`config.mk`:
```
export PLATFORM = sky130hd
export DESIGN_NAME = clz_norm_pipe
export DESIGN_NICKNAME = d
export VERILOG_FILES = /design/src/rtl/clz_norm_pipe.sv
export SDC_FILE = /design/constraint.sdc
export NUM_CORES = 1
export LEC_CHECK = 0
export BUFFER_PORTS_ARGS = -buffer_cell sky130_fd_sc_hd__buf_2
export CORE_MARGIN = 5
export CORE_UTILIZATION = 50
export DETAILED_ROUTE_END_ITERATION = 6
export PLACE_DENSITY = 0.73
export SLEW_MARGIN = 5
export SYNTH_ARGS = -nofsm -noshare
export SYNTH_HDL_FRONTEND = slang
export SYNTH_SLANG_ARGS = --single-unit
```
`constraint.sdc`:
```
create_clock -name clk -period 5.7 [get_ports clk]
set_input_delay 0 -clock clk [delete_from_list [all_inputs] [get_ports clk]]
set_output_delay 0 -clock clk [all_outputs]
set_load 0.01 [all_outputs]
```
`src/rtl/clz_norm_pipe.sv`:
```
`default_nettype none
// ============================================================================
// Module   : clz_norm_pipe
// Purpose  : Leading-zero count, normalising left shift and exponent adjust
//            over a valid/ready stream. Build macro CLZ_NORM_TWO_STAGE_EN
//            selects the two-register pipeline (default: single stage).
// Revision : 1.0
// ============================================================================
module clz_norm_pipe #(
  parameter  int DATA_W = 32,
  parameter  int EXP_W  = 8,
  localparam int CNT_W  = $clog2(DATA_W) + 1
) (
  input  logic              clk,
  input  logic              rst_n,
  input  logic              in_valid,
  output logic              in_ready,
  input  logic [DATA_W-1:0] in_data,
  input  logic [EXP_W-1:0]  in_exp,
  output logic              out_valid,
  input  logic              out_ready,
  output logic [DATA_W-1:0] out_data,
  output logic [CNT_W-1:0]  out_lz,
  output logic [EXP_W-1:0]  out_exp,
  output logic              out_zero,
  output logic              out_uflow
);

  localparam int LVLS  = $clog2(DATA_W);
  localparam int CMP_W = (CNT_W > EXP_W) ? CNT_W : EXP_W;

  logic [CNT_W-1:0] lz;

  // Halving tree: each level keeps whichever half still holds the leading one.
  for (genvar l = 0; l < LVLS; l++) begin : g_lvl
    localparam int W = DATA_W >> l;
    localparam int H = W / 2;

    logic [W-1:0]     cur;
    logic [CNT_W-1:0] acc_prev;
    logic             upper_zero;
    logic [H-1:0]     nxt;
    logic [CNT_W-1:0] acc;

    if (l == 0) begin : g_first
      assign cur      = in_data;
      assign acc_prev = '0;
    end else begin : g_rest
      assign cur      = g_lvl[l-1].nxt;
      assign acc_prev = g_lvl[l-1].acc;
    end

    assign upper_zero = (cur[W-1:H] == '0);
    assign nxt        = upper_zero ? cur[H-1:0] : cur[W-1:H];
    assign acc        = acc_prev + (upper_zero ? CNT_W'(H) : CNT_W'(0));
  end

  // The final surviving bit being zero means the whole word was zero.
  assign lz = g_lvl[LVLS-1].acc + CNT_W'(!g_lvl[LVLS-1].nxt[0]);

  logic [DATA_W-1:0] src_data;
  logic [EXP_W-1:0]  src_exp;
  logic [CNT_W-1:0]  src_lz;
  logic              src_valid;
  logic              out_adv;

  logic [CMP_W-1:0]  lz_x;
  logic [CMP_W-1:0]  exp_x;
  logic [CMP_W-1:0]  shamt;
  logic [DATA_W-1:0] n_data;
  logic [EXP_W-1:0]  n_exp;
  logic              n_zero;
  logic              n_uflow;

  always_comb begin
    lz_x    = CMP_W'(src_lz);
    exp_x   = CMP_W'(src_exp);
    shamt   = (lz_x < exp_x) ? lz_x : exp_x;
    n_zero  = (src_lz == CNT_W'(DATA_W));
    n_uflow = (lz_x > exp_x) && !n_zero;
    n_data  = n_zero ? '0 : (src_data << shamt);
    n_exp   = n_zero ? '0 : (src_exp - EXP_W'(shamt));
  end

`ifdef CLZ_NORM_TWO_STAGE_EN
  logic              v1_q,    v1_d;
  logic [DATA_W-1:0] data1_q, data1_d;
  logic [EXP_W-1:0]  exp1_q,  exp1_d;
  logic [CNT_W-1:0]  lz1_q,   lz1_d;
  logic              s2_ready;

  assign s2_ready  = !out_valid || out_ready;
  assign in_ready  = !v1_q || s2_ready;
  assign out_adv   = s2_ready;
  assign src_valid = v1_q;
  assign src_data  = data1_q;
  assign src_exp   = exp1_q;
  assign src_lz    = lz1_q;

  always_comb begin
    v1_d    = v1_q;
    data1_d = data1_q;
    exp1_d  = exp1_q;
    lz1_d   = lz1_q;
    if (in_ready) begin
      v1_d = in_valid;
      if (in_valid) begin
        data1_d = in_data;
        exp1_d  = in_exp;
        lz1_d   = lz;
      end
    end
  end

  always_ff @(posedge clk or negedge rst_n) begin
    if (!rst_n) begin
      v1_q    <= 1'b0;
      data1_q <= '0;
      exp1_q  <= '0;
      lz1_q   <= '0;
    end else begin
      v1_q    <= v1_d;
      data1_q <= data1_d;
      exp1_q  <= exp1_d;
      lz1_q   <= lz1_d;
    end
  end
`else
  assign in_ready  = !out_valid || out_ready;
  assign out_adv   = in_ready;
  assign src_valid = in_valid;
  assign src_data  = in_data;
  assign src_exp   = in_exp;
  assign src_lz    = lz;
`endif

  logic              ov_q,    ov_d;
  logic [DATA_W-1:0] odata_q, odata_d;
  logic [CNT_W-1:0]  olz_q,   olz_d;
  logic [EXP_W-1:0]  oexp_q,  oexp_d;
  logic              ozero_q, ozero_d;
  logic              ouf_q,   ouf_d;

  // Output register only moves when it is empty or being drained.
  always_comb begin
    ov_d    = ov_q;
    odata_d = odata_q;
    olz_d   = olz_q;
    oexp_d  = oexp_q;
    ozero_d = ozero_q;
    ouf_d   = ouf_q;
    if (out_adv) begin
      ov_d = src_valid;
      if (src_valid) begin
        odata_d = n_data;
        olz_d   = src_lz;
        oexp_d  = n_exp;
        ozero_d = n_zero;
        ouf_d   = n_uflow;
      end
    end
  end

  always_ff @(posedge clk or negedge rst_n) begin
    if (!rst_n) begin
      ov_q    <= 1'b0;
      odata_q <= '0;
      olz_q   <= '0;
      oexp_q  <= '0;
      ozero_q <= 1'b0;
      ouf_q   <= 1'b0;
    end else begin
      ov_q    <= ov_d;
      odata_q <= odata_d;
      olz_q   <= olz_d;
      oexp_q  <= oexp_d;
      ozero_q <= ozero_d;
      ouf_q   <= ouf_d;
    end
  end

  assign out_valid = ov_q;
  assign out_data  = odata_q;
  assign out_lz    = olz_q;
  assign out_exp   = oexp_q;
  assign out_zero  = ozero_q;
  assign out_uflow = ouf_q;

endmodule

`default_nettype wire

```
# Yosys cells after proc, flatten, opt, wreduce, memory -nomap -nowiden
# Cells that the tools add are included.
# Widths: inputs -> output; s select.
[word_totals]
output_inout_bits = 50
latch_bits = 0
inputBits = 44
wordCells = 39
ramBits = 0
memories = 0
romBits = 0
reg_bits = 49
[op_classes]
n_shift = 1
mul = 0
mux = 13
div_mod_pow = 0
bitwise_logic = 0
reduce_logical = 10
eq_ne = 1
add_sub_neg = 6
magnitude_cmp = 2
[op_table]
columns = ["cell", "count"]
rows = [
  ["$mux 32", 1],
  ["$shl 32x8->32", 1],
  ["$mux 8", 3],
  ["$logic_not 16->1", 1],
  ["$mux 16", 1],
  ["$add 6x1->6", 2],
  ["$gt 6x8->1", 1],
  ["$logic_not 8->1", 1],
  ["$lt 6x8->1", 1],
  ["$mux 4", 2],
  ["$sub 8x8->8", 1],
  ["$add 5x4->6", 1],
  ["$add 6x2->6", 1],
  ["$add 6x3->6", 1],
  ["$eq 6x6->1 const B", 1],
  ["$mux 5", 1],
  ["$logic_not 4->1", 1],
  ["$mux 2", 2],
  ["$logic_not 1->1", 3],
  ["$mux 3", 1],
  ["$logic_not 2->1", 1],
  ["$mux 1", 2],
  ["$reduce_and 2->1", 1],
  ["$logic_and 1x1->1", 1],
  ["$logic_or 1x1->1", 1],
]

# Longest topological paths before layout
# Gate-level depths: netlist of the first run.
[logic_depth]
ltp_word = 15
mapped_depth = 33
depth_no_buf = 29

# Least setup slack after synthesis of the first run
# No wires, ideal clock.
[synth_timing]
path_type = "in2reg"
start = "input in_data[10]"
end = "register oexp_q[7] (netlist: out_exp[7])"
arrival_time_ns = 5.737
required_ns = 5.570
stages = 28
setup_slack_ns = -0.167
path_buffers = 3
setup_time_ns = 0.130
cell_sequence = "clkbuf_1 or4_1 o211ai_1 nand2_1 o21ai_0 a211oi_1 ha_1 ha_1 nor2b_1 o21a_1 o21a_1 o21a_1 o21ai_1 nand2_1 inv_1 clkbuf_1 buf_1 ha_1 nor2b_1 o21ai_0 nand2b_1 a31oi_1 o22ai_1 a21oi_1 nor2b_1 nor3_1 xnor2_1 o21ai_0"
[synth_between]
elab_chain_cells = 14
word_cells_on_any_way = 23
cone_classes = "add/sub: 6; order compare: 1; eq/ne: 1; mux: 11; reduce/logical: 4"
[synth_rtl]
columns = ["item", "line", "text"]
rows = [
  ["from (decl)", "18", "input logic [DATA_W-1:0] in_data,"],
  ["$mux 16 *", "54", "assign nxt = upper_zero ? cur[H-1:0] : cur[W-1:H];"],
  ["$logic_not 8->1", "53", "assign upper_zero = (cur[W-1:H] == '0);"],
  ["$mux 8 *", "54", ""],
  ["$logic_not 4->1", "53", ""],
  ["$mux 4 *", "54", ""],
  ["$logic_not 2->1", "53", ""],
  ["$mux 2, on equally long branches", "55, 54", ""],
  ["$add 6x2->6 (tied with other cells)", "55", "assign acc = acc_prev + (upper_zero ? CNT_W'(H) : CNT_W'(0));"],
  ["$add 6x1->6 / $logic_not 1->1 (equally long branches)", "55, 59", ""],
  ["$add 6x1->6 *", "59", "assign lz = g_lvl[LVLS-1].acc + CNT_W'(!g_lvl[LVLS-1].nxt[0]);"],
  ["net lz[1]", "32", "logic [CNT_W-1:0] lz;"],
  ["$lt 6x8->1", "78", "shamt = (lz_x < exp_x) ? lz_x : exp_x;"],
  ["$mux 8", "78", ""],
  ["$sub 8x8->8", "82", "n_exp = n_zero ? '0 : (src_exp - EXP_W'(shamt));"],
  ["$mux 8 *", "82", ""],
  ["to (signal assigned)", "176", "oexp_q <= oexp_d;"],
  ["to (decl)", "140", "logic [EXP_W-1:0] oexp_q, oexp_d;"],
]
# Mark *: on every way through the listed nets, which the timed path passes. The rest lies on a longest branch.
# A chain may end at the register's enable or synchronous reset.

# Worst setup path after layout of the first run
[layout_timing]
start = "input in_data[17]"
end = "register odata_q[23] (netlist: out_data[23])"
[layout_between]
elab_chain_cells = 15
word_cells_on_any_way = 25
cone_classes = "add/sub: 5; order compare: 1; eq/ne: 1; shift: 1; mux: 12; reduce/logical: 5"
[layout_rtl]
columns = ["item", "line", "text"]
rows = [
  ["branches (longest 10 deep; another with $add 5x4->6)", "-", ""],
  ["$add 6x1->6 *", "59", ""],
  ["net lz[4]", "32", ""],
  ["$lt 6x8->1", "78", ""],
  ["$mux 8", "78", ""],
  ["$shl 32x8->32", "81", "n_data = n_zero ? '0 : (src_data << shamt);"],
  ["$mux 32 *", "81", ""],
  ["to (signal assigned)", "174", "odata_q <= odata_d;"],
  ["to (decl)", "138", "logic [DATA_W-1:0] odata_q, odata_d;"],
]
# Mark *: on every way through the listed nets, which the timed path passes.

==> results by stage, run 1 <==
Worst setup path:
- The critical path is of the in2reg type.
- The critical path goes through buf_2, or4_4, o31a_1, o31a_1, a211oi_1, ha_1, nand4_1, xor2_1, nor2_1, ha_1, nand2_1, nor3_1, o21ai_1, nand2_2, buf_4, mux2i_1, nand3_1, nor2_1, nand2_1, o221ai_1, a221o_1.
- For this run, the slowest stage of the critical path takes about 0.58 ns.
- In this run the worst path has a maximum fanout of 9.
- The sort of element at the start of the critical path is an input pin.
- STA puts the critical path data arrival time at ~5.5 ns.
- The launching element of the worst setup path is in_data[17].
- For the worst setup path, the data required time is 5.96 ns.
- The type of element capturing the critical path is a register.
- The slowest stage of the critical path belongs to the cell sky130_fd_sc_hd__or4_4.
- The critical path buffer and inverter count is 2.
- The cell family contributing the most delay on the critical path is simple AND/OR/NAND/NOR gates.
- The critical register-to-register path startpoint is out_valid.

Timing:
- The remaining max-slew budget at the tightest pin is 0.5043.
- For the pin with the worst max-slew slack, the measured transition is ~0.74 ns.
- Across the routed clock network, the largest skew measured is 0.01549 ns.
- The final period demand of the worst path is approximately 5.3 ns.
- The maximum frequency from static timing analysis is about 190 MHz.
- The final-report hold violation count is 0.
- The number of pins with negative max-slew slack in the final report is 0.
- The setup total negative slack is 0 ns.
- The share of the clock period used by the worst path after layout is 0.9249.
- Setup violations remaining at the end of the flow were counted as 0.
- Setup repair after global routing left no endpoint under its margin.

Synth:
- The number of enable flip-flop cells after synthesis is 0.
- The flip-flop cell with the highest count after synthesis is sky130_fd_sc_hd__dfrtp_1.
- In this run the mean area of a mapped cell was between 7 and 8 um2.
- Counting flops and latches in the post-synthesis netlist gives between 40 and 50.
- The share of the yosys chip area belonging to registers is 0.2585.
- The number of standard cells after synthesis is about 600.
- For this run, asynchronously set or reset flops after synthesis account for 1.000.
- The net count after synthesis is roughly 650.
- The count of warnings emitted by yosys is 0.
- The number of distinct library cells after synthesis is 68.
- Summing every instance area after synthesis gives 0.004743 mm2.

Die:
- Measured along the y axis, the die boundary spans 107.4 um.
- The number of rows in the core area is 35.
- In this run the count of I/O pins placed on the die edge is 94.
- The floorplan step set the die width to around 110 um.
- For this configuration, the core starts out at a cell density of 0.5133.
- The core region is 0.009240 mm2.
- The die covers 0.01153 mm2.

Layout:
- The final standard cell count with taps included and fillers excluded is between 800 and 900.
- The antenna cell count is 0.
- The share of final-layout standard cells stronger than drive strength 1 is 0.2571.
- From synthesis to final layout, the design area changed by 20.13%.
- Measured on the finished design, the core utilization comes to 0.6167.
- The number of fill cells is 888.
- The number of nets at the end of the flow is roughly 760.
- The final instance area is 0.005698 mm2.

Clocking:
- In this run, CTS created clock tree buffers numbering 5.
- For the worst-skew pair, the clock arrives at the later sink with an insertion delay of 0.31 ns.
- After clock tree synthesis, the clock-pin slew on the worst setup and hold paths is roughly 0.11 ns.
- The total number of H-tree levels is 2.
- The tree is rooted in a sky130_fd_sc_hd__clkbuf_8.
- The clock passes through at most 2 buffers.
- TritonCTS built the clock tree.
- The post-CTS repair timing setup buffer count is 0.
- The clock sink total is 49.

Run:
- Across the run, the number of max-cap violations was 0.

Power:
- For this design the ratio of total power to cell area is approximately 210 mW/mm2.
- Of the total power, the clock network draws 0.254.
- Internal power comes to approximately 0.76 mW.
- Of the total power, combinational logic draws 0.382.
- The completed layout was analyzed and its total power is 1.194 mW.
- The net load switching power is 0.4327 mW.
- The maximum ir drop on the vdd rail is 0.0001453 V.
- The reported leakage power is 2.511 nW.
- The sequential fraction of design power is 0.364.
- The net switching fraction of the power is 0.3625.

GRT:
- The maximum number of pins on one net before global-route repair is 57.
- The total global-route track usage is 0.3167.
- The via count of the first global-routing pass was between 5k and 6k.
- The first global-routing pass estimated 28990 um of wire.
- The number of antenna violations at the first check in global routing is 0.
- After global routing the overflow that remains totals 0.

Routing:
- The number of vias after detailed routing is about 5.6k.
- The routed wire length on met2 is 7898 um.
- After the first detailed-routing iteration, the DRC count stood at 683.
- The routed design has approximately 18000 um of wire.
- The number of iterations in the first detailed-routing pass is 7.
- The routed length per instance is 22.13 um.
- The total met3 wirelength after detailed routing is 1974 um.
- The highest metal layer used by the detailed router is met4.
- In the routed design, unresolved DRC markers number 0.
- In the routed layout, each cell is associated on average with a via count of 6.760.
- The wire length the detailed router placed on met1 is 7690 um.
- The detail route stage leaves a number of antenna-violating nets equal to 0.

Placement:
- At the end of routability-driven placement, the weighted congestion stood at approximately 1.1.
- The number of I/O port buffers is 93.
- Once placement finished, the instance area stood at 0.005532 mm2.
- The cell count after placement is 819.
- Once detailed placement completed, the half-perimeter wirelength came to 14080 um.

Status:
- The run finished with clean final reports.

Min path:
- The type of the worst min-delay path is in2reg.
- The start point of the worst min-delay path is in_exp[7].
## timing repair
action / CTS / global route
setup endpoints to repair: 0 / 11
endpoints found under the hold margin: 51 / 0
hold buffers: 2 / 0
gates resized for setup: 0 / 3
## flip-flops by register name (all words and copies together), names as in the netlist
signal     cells
out_data      32
out_uflow      1
out_exp        8
out_lz         6
out_zero       1
out_valid      1
## cells by family after synthesis
group,after synthesis,share of synthesized area
muxes,39,0.1068
and+or+nand+nor,190,0.1976
xor gates and xnor gates,9,0.01662
adders and majority gates,13,0.03587
DFF,49,0.2585
buffers and inverters,55,0.04484
AOI/OAI and AO/OA,240,0.3398
## final timing paths
check / endpoint / cells after the start / slack, ns
worst max-delay path: out_data[23] / 21 / 0.43
worst min-delay path: out_exp[7] / 3 / 0.05
worst max register to register: out_data[23] / 9 / 2.66
worst min register to register: out_exp[5] / 2 / 0.48
max in group asynchronous: out_data[12] / 3 / 4.92
min in group asynchronous: out_lz[4] / 3 / 0.33
## layout by cell type (no fill, tap or decap), types with 6 or more instances in the layout
cell / synthesis / final
sky130_fd_sc_hd__a211oi_1: 17 / 17
sky130_fd_sc_hd__a21oi_1: 37 / 37
sky130_fd_sc_hd__a221o_1: 6 / 6
sky130_fd_sc_hd__a22o_1: 6 / 6
sky130_fd_sc_hd__a22oi_1: 16 / 16
sky130_fd_sc_hd__a31oi_1: 8 / 8
sky130_fd_sc_hd__and3_1: 9 / 9
sky130_fd_sc_hd__buf_2: 2 / 93
sky130_fd_sc_hd__buf_4: 1 / 42
sky130_fd_sc_hd__dfrtp_1: 49 / 49
sky130_fd_sc_hd__ha_1: 12 / 12
sky130_fd_sc_hd__inv_1: 13 / 13
sky130_fd_sc_hd__mux2_2: 13 / 13
sky130_fd_sc_hd__mux2i_1: 18 / 18
sky130_fd_sc_hd__mux4_2: 8 / 8
sky130_fd_sc_hd__nand2_1: 62 / 60
sky130_fd_sc_hd__nand3_1: 28 / 28
sky130_fd_sc_hd__nor2_1: 38 / 38
sky130_fd_sc_hd__nor3_1: 10 / 10
sky130_fd_sc_hd__nor4_1: 9 / 8
sky130_fd_sc_hd__o211ai_1: 6 / 6
sky130_fd_sc_hd__o21ai_0: 76 / 74
sky130_fd_sc_hd__o21ai_1: 4 / 6
## stage by stage
step                hold WS [ns]  worst slack, ns
finish                   0.04716           0.4283
global route             0.05123          0.05333
CTS                      0.04516           0.4954
detailed placement        0.1478           0.1973
global placement          0.1189           0.1518
floorplan                -0.2956          0.08057
## power by group through the flow
stage                     logic (mW)  registers [mW]  clock network [mW]
final                          0.456           0.434               0.303
after global routing           0.494           0.441               0.320
after CTS                      0.448           0.433               0.305
after detailed placement       0.445           0.440                   0
after global placement         0.442           0.438                   0
after floorplan                0.228           0.465                   0
## Yosys cell counts, drive strengths merged (3+ instances only)
cell	count	area, um2
a211o	5	43.79
nor4	11	90.08
a221o	6	60.06
xor2	4	35.03
nand3	28	140.1
a21o	3	22.52
a211oi	17	127.6
buf	6	28.78
nor2b	5	31.28
and3	9	56.30
o21ai	80	400.4
a21oi	37	185.2
a32o	3	30.03
and4	3	26.28
mux4	8	180.2
o221ai	3	26.28
xnor2	5	43.79
mux2i	18	180.2
o211ai	6	45.04
nand2b	3	18.77
o22ai	4	25.02
nor3	10	50.05
o31a	3	26.28
a31oi	8	50.05
o21bai	3	22.52
nand2	62	232.7
dfrtp	49	1226
clkbuf	34	127.6
nor2	39	148.9
inv	14	52.55
or4	6	52.55
o31ai	4	30.03
a2111oi	6	71.32
a221oi	5	43.79
nand4	5	31.28
o21a	4	30.03
or3	3	18.77
a22oi	16	120.1
mux2	13	146.4
a222oi	3	30.03
a22o	6	52.55
o221a	3	33.78
a311oi	5	43.79
ha	12	150.1
## cell type report
| cell class | count | area, um2 | share of cell area |
|---|---|---|---|
| inverter | 15 | 56.30 | 0.009881 |
| tap | 129 | 161.4 | 0.02833 |
| timing repair buffer | 137 | 800.8 | 0.1405 |
| sequential | 49 | 1226 | 0.2152 |
| multi-input combinational | 491 | 3316 | 0.5819 |
| clock inverter | 3 | 68.82 | 0.01208 |
| clock buffer | 5 | 68.82 | 0.01208 |
## worst reg2reg max path, delay by kind of cell (launching register included)
| family | cells | cell delay (ns) |
|---|---|---|
| compound gates | 3 | 0.96 |
| flops | 1 | 0.38 |
| buf+inv | 1 | 0.30 |
| simple gates | 5 | 1.36 |
## routing by layer
metal | vias up | global-route usage
li1 | 2529 | -
met1 | 2595 | 0.4447
met2 | 410 | 0.4924
met3 | 70 | 0.05639
met4 | 0 | 0.1064
met5 | - | 0
Power figures use the tool's default switching activity.
==> run 2: changes to the inputs <==
Settings changed: ABC_AREA set to 1, PLACE_DENSITY 0.73 to 0.74, SKIP_LAST_GASP set to 1.
==> results by stage, run 2 <==
Layout:
- The repair_antennas step left the layout with diodes totalling 0.
- The register with the most flip-flops in the layout has 32 of them.
- The library cell used most frequently in the layout, excluding fill and tap cells, is sky130_fd_sc_hd__nand2_1.
- Relative to the synthesized area, the layout overhead comes to 14.46%.
- The top cell types in the final layout, fill and taps aside, are sky130_fd_sc_hd__nand2_1 (278), sky130_fd_sc_hd__nand3_1 (198), sky130_fd_sc_hd__buf_2 (93).
- In the final layout, the share of cells above drive strength 1 is 0.1716.
- At the end of the flow, the number of nets in the layout was 901.

Routing:
- For this block, the initial DRC count from the detailed router was 741.
- The number of vias after detailed routing is ~5.4k.
- The routed length per instance is 15.98 um.
- The antenna violation net count after detailed routing is 0.
- The number of iterations in the first detailed-routing pass is 7.
- In the routed layout, each cell is associated on average with a via count of 5.699.
- The final layout contains routed wiring with a total length of 15280 um.
- The number of remaining DRC errors is 4.

Worst setup path:
- The cell that appears most often on the critical path is sky130_fd_sc_hd__nand2_1.
- STA puts the critical path data required time at roughly 5.9 ns.
- At the worst endpoint, the arrival time is 5.32 ns.
- The top fanout value on the critical path is 40.
- STA classifies the critical path startpoint as an input pin.
- In this design, the stage delay of the slowest critical-path cell is 0.37 ns.
- The start-to-end type of the worst setup path is in2reg.
- The type of element capturing the critical path is a register.
- For this design, the slowest cell found on the critical path is sky130_fd_sc_hd__buf_4.

Clocking:
- Clock latency on the worst-skew pair, taken at its later pin, is 0.30 ns.
- The H-tree was split into 2 levels.
- The maximum number of buffers from clock root to sink is 2.
- The clock sink total is between 40 and 50.
- The number of clock buffers inserted by TritonCTS is 5.
- The clock-pin slew of the registers on the worst-case setup and hold paths is approximately 0.090 ns.
- The number of setup buffers added after CTS is 0.
- TritonCTS built the clock tree.
- Clock tree synthesis selected as its root buffer the cell sky130_fd_sc_hd__clkbuf_8.

Synth:
- The average instance in the mapped netlist occupies 5.975 um2.
- By count the netlist is led by sky130_fd_sc_hd__nand2_1 (278), sky130_fd_sc_hd__nand3_1 (198), sky130_fd_sc_hd__inv_1 (67), sky130_fd_sc_hd__dfrtp_1 (49), sky130_fd_sc_hd__o21ai_0 (34).
- The number of enable flip-flop cells after synthesis is 0.
- The fraction of the mapped netlist area in compound gates is 0.08174.
- Counting every instance in the synthesized netlist gives 766.
- In this run, synthesis produced a sequential element count of 49.
- After synthesis, the share of flip-flops with an asynchronous set or reset is 1.000.
- The simple-gate portion of the synthesized area is 0.5071.
- The count of warnings emitted by yosys is 0.
- The flip-flop cell with the highest count after synthesis is sky130_fd_sc_hd__dfrtp_1.
- The dominant cell type by area after synthesis is sky130_fd_sc_hd__dfrtp_1.
- Counting distinct cell types in the post-synthesis netlist gives 35.
- The mux cell area share after synthesis is 0.
- The net count after synthesis is 823.
- By area, the combinational part of the netlist is dominated by simple AND/OR/NAND/NOR gates.
- The share of synthesized area in the top cell type comes to 0.2679.
- Of the total synthesized cell area, the portion taken by XOR and XNOR cells is 0.005467.
- The share of the yosys chip area belonging to registers is 0.2679.
- By area the synthesized netlist is led by sky130_fd_sc_hd__dfrtp_1 (27%), sky130_fd_sc_hd__nand2_1 (23%), sky130_fd_sc_hd__nand3_1 (22%), sky130_fd_sc_hd__inv_1 (5.5%), sky130_fd_sc_hd__o21ai_0 (3.7%).
- In the post-synthesis netlist, the cell with the most instances is sky130_fd_sc_hd__nand2_1.
- In this run the cell area of the synthesized design comes to 0.004577 mm2.
- The arithmetic-cell share of the synthesized area counting full adders, half adders and majority gates is 0.03718.

GRT:
- The number of antenna violations at the first check in global routing is 0.
- The wire length of the first global-routing pass is 25240 um.
- In the global route stage, met3 resource usage came out at 0.05021.
- The maximum number of pins on one net before global-route repair is 55.
- The remaining global-route overflow is 0.
- The total global-route track usage is 0.2763.
- The via count of the first global-routing pass is 5333.
- The global routing met2 resource utilization is 0.4658.
- The most used routing layer in global routing is met2.
- The met1 global-route usage is 0.3522.

Timing:
- The final setup skew is 0.002103 ns.
- The final-report hold violation count is 0.
- The slew at the pin closest to its max-slew limit is 0.5849 ns.
- Across all hold checks on the routed design, the worst slack comes to 0.006867 ns.
- Subtracting the final worst setup slack from the clock period gives between 5 and 6 ns.
- The maximum frequency from static timing analysis is 195.6 MHz.
- The setup-violating endpoint count in the final report is 0.
- The number of pins with negative max-slew slack in the final report is 0.
- Setup repair after global routing left no endpoint under its margin.
- In the final timing run, aggregate negative setup slack is 0 ns.
- The remaining max-slew budget at the tightest pin is 0.6091.
- In the finished design, the share of the clock period the worst path needs comes to 0.8971.

Run:
- The tool flagged a number of max-cap violations equal to 0.

Power:
- The sequential fraction of design power is 0.363.
- Summed over all cells, the static leakage comes to 3.018 nW.
- The internal power is 0.7505 mW.
- Of the total power, combinational logic draws 0.430.
- The part of the power in the clock network is 0.207.
- The power density over cell area is 240.6 mW/mm2.
- Of the total power, the share spent switching nets is 0.4047.
- VDD sags by at most 0.0001834 V.
- The analysis attributes to net switching a power of 0.5101 mW.

Die:
- The overall die area is 0.01117 mm2.
- The starting density of the core is 0.5049.
- The floorplan has 35 rows.
- From left edge to right edge, the die measures 105.7 um.
- From bottom edge to top edge, the die measures 105.7 um.
- After floorplanning, the core was sized to cover between 0.009 and 0.01 mm2.
- The count of pins on the block boundary is 94.

Min path:
- The worst hold path belongs to the class in2async.

Status:
- The run finished, with violations left.
- The checks that failed: design-rule violations.

Placement:
- The congestion estimate from routability-driven global placement came to roughly 0.94.
- The wire-length estimate of the detail-placed layout is 11610 um.
- In this run the tool buffered the top-level ports with 93 buffer cells.
==> run 2: cell types whose count changed in the layout (fill, tap and decap cells not counted), sizes merged, moves of 26 or more <==
cell and delta:
buf -31, nand2 +223, o21ai -28, a21oi -26
inv +61, nand3 +171
==> run 2: path summary, 6_finish.rpt <==
check                                     to  slack, ns  depth (start not counted)    startpoint
max in group asynchronous       out_data[26]       4.96                          3         rst_n
worst max register to register  out_data[19]       3.34                         12     out_valid
worst max-delay path            out_data[22]       0.59                         42   in_data[23]
min in group clk                  out_exp[7]       0.02                          4     in_exp[7]
worst min-delay path               out_lz[5]      0.007                          2         rst_n
worst min register to register  out_data[17]       0.48                          2  out_data[17]
==> run 2: through the flow <==
step | power [mW] | worst slack, ns | instances | util | area [um2]
floorplan | 0.8032 | 0.7830 | 766 | - | 4577
detailed placement | 1.001 | 0.3248 | 946 | 0.5625 | 5099
global placement | 0.9950 | 0.4719 | 946 | 0.5625 | 5099
finish | 1.261 | 0.5864 | 956 | 0.5779 | 5239
global route | 1.360 | 0.01317 | 956 | 0.5779 | 5239
CTS | 1.268 | 0.6366 | 956 | 0.5779 | 5239
==> run 2: what timing repair did <==
action                    in CTS  in global routing
hold buffers                   2                  0
hold endpoints to repair      50                  0
resized for setup              0                  0
==> run 2: layout make-up <==
cell class	instances	area (um2)
well taps	111	138.9
repair buffers	106	568.0
clock buffers	6	82.58
multi-input cells	606	2898
flip-flops and latches	49	1226
inverters	76	287.8
fillers	930	3826
clock inverters	2	37.54
==> run 2: worst max-delay path: cells and delay by family <==
kind / cells / cell delay [ns]
adders and majority gates: 2 / 0.40
buffers and inverters: 8 / 1.13
and+or+nand+nor: 31 / 3.55
xor gates and xnor gates: 1 / 0.23
==> run 2: kinds of logic after synthesis <==
family | Yosys count
AO/OA/AOI/OAI | 67
XOR/XNOR | 2
adder cells (fa/ha/maj) | 13
AND/OR/NAND/NOR | 524
flip-flops | 49
buffers and inverters | 111
==> run 2: metal layers <==
metal / share of wire / vias to the layer above
met3: 0.083 / 49
met5: 0 / -
met2: 0.47 / 251
li1: - / 2646
met4: 0.038 / 0
met1: 0.41 / 2502
==> run 2: power groups by stage <==
stage | registers [mW] | clock network [mW] | logic [mW]
after floorplan | 0.497 | 0 | 0.306
after global placement | 0.461 | 0 | 0.534
after detailed placement | 0.463 | 0 | 0.538
after CTS | 0.458 | 0.269 | 0.541
after global routing | 0.468 | 0.286 | 0.606
final | 0.458 | 0.261 | 0.542
==> run 3: changes to the inputs <==
Settings changed: ABC_AREA 1 to unset, PLACE_DENSITY 0.74 to unset, PLACE_DENSITY_LB_ADDON set to 0.3.
==> results by stage, run 3 (synthesis gave the netlist of run 1 again) <==
Status:
- The flow ran to the end, but the final reports show violations.
- The final reports fail on design-rule violations.

Power:
- Of the total power, the share spent switching nets is 0.3978.
- The part of the power in the clock network is 0.203.
- Of the total power, registers draw 0.388.
- The analysis attributes to net switching a power of 0.4445 mW.
- The internal power is 0.6728 mW.
- The power density over cell area is 198.3 mW/mm2.
- Of the total power, combinational logic draws 0.409.
- The reported leakage power is 2.457 nW.
- The maximum ir drop on the vdd rail is 0.00009728 V.

Worst setup path:
- The worst-path cell with the longest stage delay is sky130_fd_sc_hd__o311ai_0.
- The critical path in this run is classified as in2reg.
- STA classifies the critical path startpoint as an input pin.
- The top fanout value on the critical path is 17.
- The signal arrival time at the worst endpoint is around 5.5 ns.
- The maximum single-stage delay on the critical path is 0.68 ns.
- Traced cell by cell, the critical path runs through buf_2, or4_4, o31a_1, o31a_1, a211oi_2, ha_2, nand4_1, xor2_1, nor2_1, ha_1, nand2_1, nor3_2, o21ai_1, nand2_1, a2111oi_4, buf_4, o21ai_0, a21boi_0, o311ai_0, mux2i_1, o211ai_1.
- The type of element capturing the critical path is a register.
- The critical path required time is 5.92 ns.

Timing:
- Setup repair after global routing left no endpoint under its margin.
- Final hold analysis gives a worst-case slack of 0.03446 ns.
- The remaining max-slew budget at the tightest pin is 0.2494.
- The final-report hold violation count came to 0.
- The slew at the pin closest to its max-slew limit is around 1.1 ns.
- On the final layout, the worst clock skew is ~0.014 ns.
- The routed design could run at a clock period as short as ~5.3 ns.
- The setup-violating endpoint count in the final report is 0.
- The share of the clock period used by the worst path after layout is 0.9264.
- For this run, the top clock speed supported by timing is 189.4 MHz.
- The number of pins with negative max-slew slack in the final report is 0.
- For the final routed database, the setup TNS stands at 0 ns.

Die:
- 94 I/O pins were placed.
- The number of rows in the core area is 35.
- The die extent in y is 107.4 um.
- The die span in x is 107.4 um.
- The region available for standard cell placement spans roughly 0.009 mm2.
- The overall die area is roughly 0.012 mm2.
- The initial utilization of the core area, before any placement, comes to 0.5133.

Routing:
- Using the TritonRoute via totals, the vias-per-cell ratio works out to around 6.9.
- The detailed router's first-iteration violation count is 539.
- In the final routed layout, each cell accounts on average for 22.93 um.
- In this run the remaining antenna-violating nets after routing total 0.
- The number of vias after detailed routing is 5685.
- The overall routed net length is 18890 um.
- The first TritonRoute pass finished after 7 iterations.
- The number of remaining DRC errors is 2.

GRT:
- The total global-route track usage is 0.3250.
- The first global-routing pass estimated between 20000 and 30000 um of wire.
- The via count of the first global-routing pass was between 5k and 6k.
- Global routing finished with a remaining overflow of 0.
- Entering global routing, the biggest net connects 57 pins.
- The number of antenna violations at the first check in global routing was 0.

Placement:
- Routability-driven placement finished with a final weighted congestion of 0.9841.
- The number of I/O port buffers is 93.
- The detailed placement HPWL is roughly 14000 um.

Layout:
- The most common cell after layout, fill and taps aside is sky130_fd_sc_hd__buf_2.
- The register with the most flip-flops in the layout has 32 of them.
- In the final layout, the share of cells above drive strength 1 is 0.2561.
- Leaving out fill and tap cells, the most frequent cells in the layout are sky130_fd_sc_hd__buf_2 (93), sky130_fd_sc_hd__o21ai_0 (75), sky130_fd_sc_hd__nand2_1 (61).
- From synthesis to final layout, the design area changed by 18.81%.
- 0 antenna diodes ended up in the layout.
- The layout has 852 filler cells.
- The number of nets at the end of the flow is approximately 750.

Clocking:
- Clock tree synthesis selected as its root buffer the cell sky130_fd_sc_hd__clkbuf_8.
- The number of clock buffers inserted by TritonCTS is 5.
- The clock passes through at most 2 buffers.
- TritonCTS built the clock tree.
- The post-CTS repair timing setup buffer count is 0.
- The later pin in the worst-skew pair is clocked with a latency of 0.31 ns.
- The clock sink total is 49.
- The clock-pin slew of the registers on the worst-case setup and hold paths is 0.11 ns.
- The total number of H-tree levels is 2.

Run:
- The count of max-cap constraint violations is 0.

Min path:
- The type of the worst min-delay path is in2reg.
[run 3: cell types whose count changed in the layout (fill, tap and decap cells not counted), sizes merged, moves of 17 or more]
cell / previous run / this run
o21ai: 52 / 80
a21oi: 11 / 37
a211oi: 0 / 17
buf: 104 / 130
nand2: 285 / 62
inv: 76 / 15
mux2i: 0 / 18
nand3: 199 / 28
[run 3: what timing repair did]
action / 4_1_cts / 5_1_grt
hold buffers: 2 / 0
hold endpoints to repair: 51 / 0
setup endpoints to repair: 0 / 2
gates resized for setup: 0 / 5
[run 3: worst max-delay path, delay by kind of cell]
kind                       cells  cell delay (ns)
AOI/OAI and AO/OA              9             2.70
and+or+nand+nor                6             1.25
adders and majority gates      2             0.53
buffers and inverters          2             0.48
muxes                          1             0.35
xor gates and xnor gates       1             0.18
[run 3: path summary, 6_finish.rpt]
check / slack [ns] / startpoint / cells past startpoint / to
max in group asynchronous: 4.57 / rst_n / 2 / out_data[7]
min in group asynchronous: 0.44 / rst_n / 2 / out_lz[0]
hold reg to reg: 0.48 / out_data[0] / 2 / out_data[0]
setup / recovery: 0.42 / in_data[17] / 21 / out_data[28]
setup reg to reg: 2.71 / out_valid / 9 / out_data[23]
hold / removal: 0.03 / out_ready / 3 / out_valid
[run 3: layer usage]
layer  vias up  part of all wire  track usage
met5         -                 0            0
met4         0             0.043       0.1443
met3        74              0.11      0.05279
met2       432              0.44       0.4902
met1      2670              0.41       0.4576
li1       2509                 -            -
[run 3: power groups by stage]
stage | clock network (mW) | logic [mW] | registers (mW)
after detailed placement | 0 | 0.447 | 0.440
after global placement | 0 | 0.443 | 0.437
final | 0.226 | 0.457 | 0.434
after floorplan | 0 | 0.228 | 0.465
after CTS | 0.226 | 0.449 | 0.434
after global routing | 0.240 | 0.494 | 0.440
[run 3: per-stage QoR]
stage,util,setup WS [ns],std cells,power (mW),area [um2]
final,0.6099,0.4195,824,1.117,5635
after global routing,0.6099,0.05828,824,1.173,5635
after CTS,0.6070,0.3850,824,1.109,5609
after detailed placement,0.5946,0.08616,814,0.8870,5494
after global placement,0.5946,0.3486,814,0.8807,5494
after floorplan,-,0.08057,595,0.6927,4745
[run 3: cell type report]
cell class	instances	area (um2)	area share
clock inverters	3	26.28	0.004663
well taps	129	161.4	0.02864
flip-flops and latches	49	1226	0.2176
clock buffers	5	68.82	0.01221
multi-input cells	491	3333	0.5915
repair buffers	132	763.2	0.1354
inverters	15	56.30	0.009991
